===== src/rtl/panel_debounce.sv =====
// -----------------------------------------------------------------------------
// panel_debounce
//   Front-panel input conditioner that sits between the pads and the system
//   controller. Push-buttons are synchronised and debounced. Each qualified
//   press is turned into a single-cycle pulse, gated by the controller's
//   button-enable lamps. The toggle switches are synchronised, and a snapshot
//   of them is taken on every press pulse.
//
//   Optional build macro: PANEL_AUTOREPEAT_EN
//     defined   : buttons selected by REPEAT_MASK auto-repeat while held
//                 (first repeat after REPEAT_DELAY cycles, then every
//                 REPEAT_PERIOD cycles)
//     undefined : no hold counters; exactly one pulse per press
//
// Ports
//   clk_i        system clock
//   rst_i        asynchronous reset, active-high
//   btn_raw_i    raw, bouncing push-button pad levels (asynchronous)
//   btn_en_i     enable lamps from controller; a press counts only when high
//   btn_level_o  debounced button levels
//   btn_press_o  one-cycle press pulse, at most one bit set (lowest index wins)
//   sw_raw_i     raw toggle-switch levels {addr[7:0], data[15:0]}
//   sw_o         2-flop synchronised switches
//   sw_snap_o    switch value captured on the edge that raises a press pulse
// -----------------------------------------------------------------------------
module panel_debounce #(
    parameter int               N_BTN           = 7,
    parameter int               SW_W            = 24,
    parameter int               DEBOUNCE_CYCLES = 500000,
    parameter int               REPEAT_DELAY    = 25000000,
    parameter int               REPEAT_PERIOD   = 5000000,
    parameter logic [N_BTN-1:0] REPEAT_MASK     = 7'b0000100
) (
    input  logic             clk_i,
    input  logic             rst_i,
    input  logic [N_BTN-1:0] btn_raw_i,
    input  logic [N_BTN-1:0] btn_en_i,
    output logic [N_BTN-1:0] btn_level_o,
    output logic [N_BTN-1:0] btn_press_o,
    input  logic [SW_W-1:0]  sw_raw_i,
    output logic [SW_W-1:0]  sw_o,
    output logic [SW_W-1:0]  sw_snap_o
);

    localparam int               CNT_W    = $clog2(DEBOUNCE_CYCLES + 1);
    // The count of mismatching cycles before this one; on the cycle that
    // would make it DEBOUNCE_CYCLES, the new level is accepted.
    localparam logic [CNT_W-1:0] CNT_LAST = CNT_W'(DEBOUNCE_CYCLES - 1);

    // ---------------------------------------------------------------------
    // Synchronisers (two flops per bit, no debounce on switches)
    // ---------------------------------------------------------------------
    logic [N_BTN-1:0] btn_s1_q, btn_s2_q;
    logic [SW_W-1:0]  sw_s1_q, sw_s2_q;

    always_ff @(posedge clk_i or posedge rst_i) begin
        if (rst_i) begin
            btn_s1_q <= '0;
            btn_s2_q <= '0;
            sw_s1_q  <= '0;
            sw_s2_q  <= '0;
        end else begin
            btn_s1_q <= btn_raw_i;
            btn_s2_q <= btn_s1_q;
            sw_s1_q  <= sw_raw_i;
            sw_s2_q  <= sw_s1_q;
        end
    end

    // ---------------------------------------------------------------------
    // Debounce: a changed level must persist DEBOUNCE_CYCLES consecutive
    // cycles; any agreeing cycle restarts the count.
    // ---------------------------------------------------------------------
    logic [N_BTN-1:0] level_q, level_d;
    logic [CNT_W-1:0] cnt_q [N_BTN];
    logic [CNT_W-1:0] cnt_d [N_BTN];

    always_comb begin
        level_d = level_q;
        for (int i = 0; i < N_BTN; i++) begin
            cnt_d[i] = '0;
            if (btn_s2_q[i] != level_q[i]) begin
                if (cnt_q[i] == CNT_LAST) begin
                    level_d[i] = btn_s2_q[i];
                end else begin
                    cnt_d[i] = cnt_q[i] + 1'b1;
                end
            end
        end
    end

    // ---------------------------------------------------------------------
    // Press qualification. The rise is taken from level_d so the pulse is
    // registered on the same edge that raises btn_level_o. Gating by the
    // enable lamp happens at that instant only: a disabled rise is dropped.
    // ---------------------------------------------------------------------
    logic [N_BTN-1:0] rise;
    logic [N_BTN-1:0] rep_cand;
    logic [N_BTN-1:0] cand;
    logic [N_BTN-1:0] press_d;

    assign rise = level_d & ~level_q;
    assign cand = (rise | rep_cand) & btn_en_i;
    // Isolate the lowest set bit; the other candidates are discarded.
    assign press_d = cand & (~cand + N_BTN'(1));

`ifdef PANEL_AUTOREPEAT_EN
    localparam int                HOLD_W      = $clog2(REPEAT_DELAY + REPEAT_PERIOD + 1);
    localparam logic [HOLD_W-1:0] FIRST_HIT   = HOLD_W'(REPEAT_DELAY - 1);
    localparam logic [HOLD_W-1:0] PERIOD_HIT  = HOLD_W'(REPEAT_DELAY + REPEAT_PERIOD - 1);
    localparam logic [HOLD_W-1:0] PERIOD_BASE = HOLD_W'(REPEAT_DELAY);

    // hold_q counts edges since the debounced rise. It fires first at
    // REPEAT_DELAY, then wraps back to REPEAT_DELAY so that it fires again
    // every REPEAT_PERIOD edges for as long as the level stays high.
    for (genvar i = 0; i < N_BTN; i++) begin : g_rep
        if (REPEAT_MASK[i]) begin : g_on
            logic [HOLD_W-1:0] hold_q, hold_d;
            logic              hit;

            always_comb begin
                hit    = level_q[i] && level_d[i] &&
                         ((hold_q == FIRST_HIT) || (hold_q == PERIOD_HIT));
                hold_d = hold_q + 1'b1;
                if (!level_q[i]) begin
                    hold_d = '0;
                end else if (hold_q == PERIOD_HIT) begin
                    hold_d = PERIOD_BASE;
                end
            end

            always_ff @(posedge clk_i or posedge rst_i) begin
                if (rst_i) begin
                    hold_q <= '0;
                end else begin
                    hold_q <= hold_d;
                end
            end

            assign rep_cand[i] = hit;
        end else begin : g_off
            assign rep_cand[i] = 1'b0;
        end
    end
`else
    assign rep_cand = '0;
`endif

    // ---------------------------------------------------------------------
    // State registers
    // ---------------------------------------------------------------------
    logic [N_BTN-1:0] press_q;
    logic [SW_W-1:0]  snap_q;

    always_ff @(posedge clk_i or posedge rst_i) begin
        if (rst_i) begin
            level_q <= '0;
            press_q <= '0;
            snap_q  <= '0;
            for (int i = 0; i < N_BTN; i++) begin
                cnt_q[i] <= '0;
            end
        end else begin
            level_q <= level_d;
            press_q <= press_d;
            if (|press_d) begin
                snap_q <= sw_s2_q;
            end
            for (int i = 0; i < N_BTN; i++) begin
                cnt_q[i] <= cnt_d[i];
            end
        end
    end

    assign btn_level_o = level_q;
    assign btn_press_o = press_q;
    assign sw_o        = sw_s2_q;
    assign sw_snap_o   = snap_q;

endmodule


===== config.mk =====
export PLATFORM = sky130hd
export DESIGN_NAME = panel_debounce
export DESIGN_NICKNAME = d
export VERILOG_FILES = /design/src/rtl/panel_debounce.sv
export SDC_FILE = /design/constraint.sdc
export NUM_CORES = 1
export LEC_CHECK = 0
export BUFFER_PORTS_ARGS = -buffer_cell sky130_fd_sc_hd__buf_2
export CORE_UTILIZATION = 53
export DETAILED_ROUTE_END_ITERATION = 8
export GPL_TIMING_DRIVEN = 0
export PLACE_DENSITY_LB_ADDON = 0.1
export SYNTH_ARGS = -nofsm -noshare
export SYNTH_HDL_FRONTEND = slang
export SYNTH_SLANG_ARGS = --single-unit

===== constraint.sdc =====
create_clock -name clk_i -period 7.5 [get_ports clk_i]
set_input_delay 0.75 -clock clk_i [delete_from_list [all_inputs] [get_ports clk_i]]
set_output_delay 0.75 -clock clk_i [all_outputs]
set_load 0.02 [all_outputs]

Word-level counts from Yosys, hierarchy flattened --
Index checks and enable logic that the tools add are counted.
Word-level totals: logic and storage cells 70, input port bits 40, register bits 233, output and inout bits 62
Operators by class: reduce and logical (&&, ||, !) cells 1, bitwise operators 5, $add $sub $neg 8, muxes and demuxes 28, equality and inequality tests 14
Operator list (number):
- 2-to-1 mux 19 bit | 14
- adder 19 x 1 -> 19 bit, second input constant | 7
- == test 19 bit, second input constant | 7
- AND 7 bit | 3
- 2-to-1 mux 1 bit | 14
- inverter 7 bit | 2
- adder 7 x 1 -> 7 bit, second input constant | 1
- inequality test 1 bit | 7
- OR reduction 7 bit | 1

Longest topological paths before layout --
depth in word-level cells 9, gate-level depth with buffers 9, mapped depth without buffers 6

Worst setup path before layout --
OpenSTA, ideal clock, no wires.
kind register -> register, from register cnt_q[57] in the netlist's numbering, to register snap_q[0] (netlist: sw_snap_o[0]), clock period less this slack 2.254 ns, path buffers 3, library setup time 0.125 ns, path slack 5.246 ns, arrival 2.130 ns, stages on the path, launching flop included 10, required time 7.375 ns, cell sequence dfrtp_1 -> ha_1 -> and3_1 -> buf_2 -> nand4_1 -> o32ai_1 -> or4_1 -> buf_4 -> buf_6 -> mux2_2
Between the ends: longest elaborated chain between the ends 9
Ends and longest elaborated chain:
- start: declaration | RTL line 75 | logic [CNT_W-1:0] cnt_q [N_BTN];
- start signal: indexed assignment | RTL line 170 | cnt_q[i] <= cnt_d[i];
- == test 19 bit (*) | RTL line 83 | if (cnt_q[i] == CNT_LAST) begin
- 2-to-1 mux 1 bit (*) | RTL line 83
- 2-to-1 mux 1 bit (*) | RTL line 82 | if (btn_s2_q[i] != level_q[i]) begin
- AND 7 bit (*) | RTL line 102 | assign rise = level_d & ~level_q;
- AND 7 bit (*) | RTL line 103 | assign cand = (rise | rep_cand) & btn_en_i;
- inverter 7 bit | RTL line 105 | assign press_d = cand & (~cand + N_BTN'(1));
- adder 7 x 1 -> 7 bit | RTL line 105
- AND 7 bit (*) | RTL line 105
- OR reduction 7 bit (*) | RTL line 166 | if (|press_d) begin
- end signal: assignment | RTL line 167 | snap_q <= sw_s2_q;
- end: declaration | RTL line 153 | logic [SW_W-1:0] snap_q;
Every way passes the cells marked *; elsewhere a longest branch is shown, timed or not. A chain may end at the register's enable or synchronous reset.

Final worst setup path --
from register cnt_q[38] in the netlist's numbering, to register snap_q[16] (netlist: sw_snap_o[16])
Same word-level chain as after synthesis.

==> reports/summary.txt <==
VDD IR max = 215 µV
average via count per standard cell = 5.20
post-synthesis mux area share = 0.0364
Seq/Total Area, Yosys = 0.602
CTS Hold Bufs = 0
PostCTS Resize Cnt = 0
post-synthesis compound-gate area fraction = 0.00362
Layout area overhead = 16.3%
Post-Route Setup TNS = 0 ns
CTS tree = built
Distinct cells, synth = 38
Mapped Area = 9690 µm²
Buf+Inv Stages, Crit Path = 2
placed insts = 1184
Die Y = 137 µm
Mapped Nets = 900
most frequent cells in the layout = 233 x dfrtp_1, 162 x nor2_1, 102 x buf_2
reg-to-reg endpoint = sw_snap_o[16]
DIE WIDTH = 137 µm
largest family of logic cells by synthesized area = simple AND/OR/NAND/NOR gates
worst hold path depth = 1
Yosys top cell area share = 0.602
R2R Setup Slk = 4.89 ns
CORE AREA = 18000 µm²
final hold viol count = 0
period utilization = 0.348
num rows = 49
clock slew at reported path FFs = 0.07 ns
synth top area cells = dfrtp_1 60%, nor2_1 6.3%, xnor2_1 6.0%, xor2_1 5.4%, mux2_2 3.5%
P per Cell Area = 224 nW/µm²
Post-Synth Adder-Cell Area = 0.00904
worst hold endpoint = sw_s1_q[21]
xor/xnor cell area share of the yosys netlist = 0.114
MaxCap Viol Count = 0
GRT Resource Usage Total = 0.196
share of post-route cells with drive strength above 1 = 0.191
total CTS buffers = 24
CP Class = register to register
HP Class = primary input to register
Overflow after GRT = 0
vias = 6368
wire per inst = 14.7 µm
Synth Area in Simple Gates = 0.219
fmax = 383 MHz
area leader, netlist = dfrtp_1
largest net degree at the start of global routing = 121
outcome = complete, no violations
Post-DP Area = 10500 µm²
Initial DRC Count = 236
postcts setup bufs = 0
Antenna Cells = 0
Worst Max-Slew Pin Slew = 0.795 ns
Post-Syn Instances = 853
# fillers = 1486
CP Max Fanout = 10
Setup-failing EPs final = 0
H-tree levels = 1
Crit. End Element = register
worst-case reg-to-reg path depth = 8
Root Buffer = clkbuf_16
crit-path max cell delay = 0.42 ns
Max clock buf depth = 3
vias in the first global route = 6025
Routed Antenna Nets = 0
YS warnings = 0
CP Data Required Time = 7.89 ns
Detailed Route WL = 18.0 mm
worst skew pair latency = 0.52 ns
Post-DP HPWL = 12.2 mm
Port Buffer Count = 101
CTS sink count = 233
global-route wire length before repair = 29.4 mm
Initial Util = 0.539
critical path startpoint category = register
Avg Inst Size Synth = 11.4 µm²
critical path arrival = 3.00 ns
DRC errors left = 0
Leak Pwr = 5.16 nW
drt pass-1 iters = 4
min Tclk post-route = 2.61 ns
Die Area = 18800 µm²
CP delay by family, top = simple AND/OR/NAND/NOR gates
synthesis-stage register bit count = 233
Final GP Congestion = 0.778
commonest non-fill, non-tap cell in the layout = dfrtp_1
IO Count = 102
origin of the critical flop-to-flop path = cnt_q[38]
initial antenna violation count = 0
worst-path cell with the longest stage delay = or3_1
post-route cell area = 11300 µm²
unrepaired setup endpoints after global routing = no
Post-Route Skew = 0.0119 ns
Hold Crit Start = sw_raw_i[21]
Cell Count, Final, Fillers Out = 1225
Slew Limit Fails = 0
slew margin rel. = 0.470
Cell Chain, Critical Path = ha_1 -> nand3_1 -> or3_1 -> o32ai_1 -> or4_1 -> buf_4 -> buf_6 -> mux2_2
fin nets = 1028
## cell families after synthesis
family          count (synthesis)
compound gates                  4
flops                         233
buf+inv                        33
simple gates                  419
mux                            31
fa+ha+maj                       7
xor+xnor                      126
## synth_stat cells, drive strengths merged
cell type    n
nor2b        6
or3b         1
nand4       30
o32ai        4
and3        21
and4b        2
or3          3
clkbuf      12
ha           7
nand2b       2
xor2        60
nor3        19
nand3b       4
and4        15
and2         9
nor4        12
nor3b        4
nand4b       4
inv         13
nand2       52
nor2       162
mux2        31
xnor2       66
nor4b       11
or4          3
dfrtp      233
nor4bb       1
or2          8
buf          8
nand3       49
or4b         1
## routing by layer
metal  track usage  wire (µm)  vias to the layer above
met1         0.279       8430                     3088
met4        0.0397        290                        0
li1              -          -                     3137
met5             0          0                        -
met2         0.313       8310                      119
met3        0.0379        929                       24
## sequential cells by signal (all words and copies together), names as in the netlist
name	flops
btn_level_o	7
cnt_q	133
sw_snap_o	24
sw_s1_q	24
btn_press_o	7
sw_o	24
btn_s2_q	7
btn_s1_q	7
## how the worst max path moves through the flow
stage / start / end / slack (ns) / cells after the start
4_1_cts: cnt_q[38] / sw_snap_o[2] / 4.84 / 8
6_report: cnt_q[38] / sw_snap_o[16] / 4.89 / 8
5_1_grt: cnt_q[95] / sw_snap_o[18] / 4.73 / 9
3_3_place_gp: rst_i / btn_s1_q[2] / -2.12 / 2
3_5_place_dp: cnt_q[38] / sw_snap_o[2] / 4.85 / 8
2_1_floorplan: rst_i / btn_level_o[0] / 0.36 / 1
## stage by stage
stage                     power (mW)  hold WS, ns   util  setup WS, ns
after detailed placement        1.41        0.335  0.585          4.85
after global routing            2.62        0.306  0.628          4.73
after global placement          1.41        0.331  0.584         -2.12
final                           2.52        0.335  0.628          4.89
after CTS                       2.56        0.311  0.628          4.84
after floorplan                 1.37        0.331      -         0.360
## area by class of cell
cell class / instances / area (µm²) / share of cell area
flip-flops and latches: 233 / 5830 / 0.517
multi-input cells: 587 / 3700 / 0.328
clock buffers: 32 / 671 / 0.0595
repair buffers: 102 / 533 / 0.0473
well taps: 229 / 287 / 0.0254
plain buffers: 20 / 114 / 0.0101
clock inverters: 9 / 85.1 / 0.00755
inverters: 13 / 56.3 / 0.00499
## report_power, final
| group | internal (mW) | switching, mW |
|---|---|---|
| sequential | 1.28 | 0.0162 |
| combinational | 0.0266 | 0.0588 |
| clock | 0.662 | 0.474 |
| total | 1.97 | 0.549 |
Power figures use the tool's default switching activity.
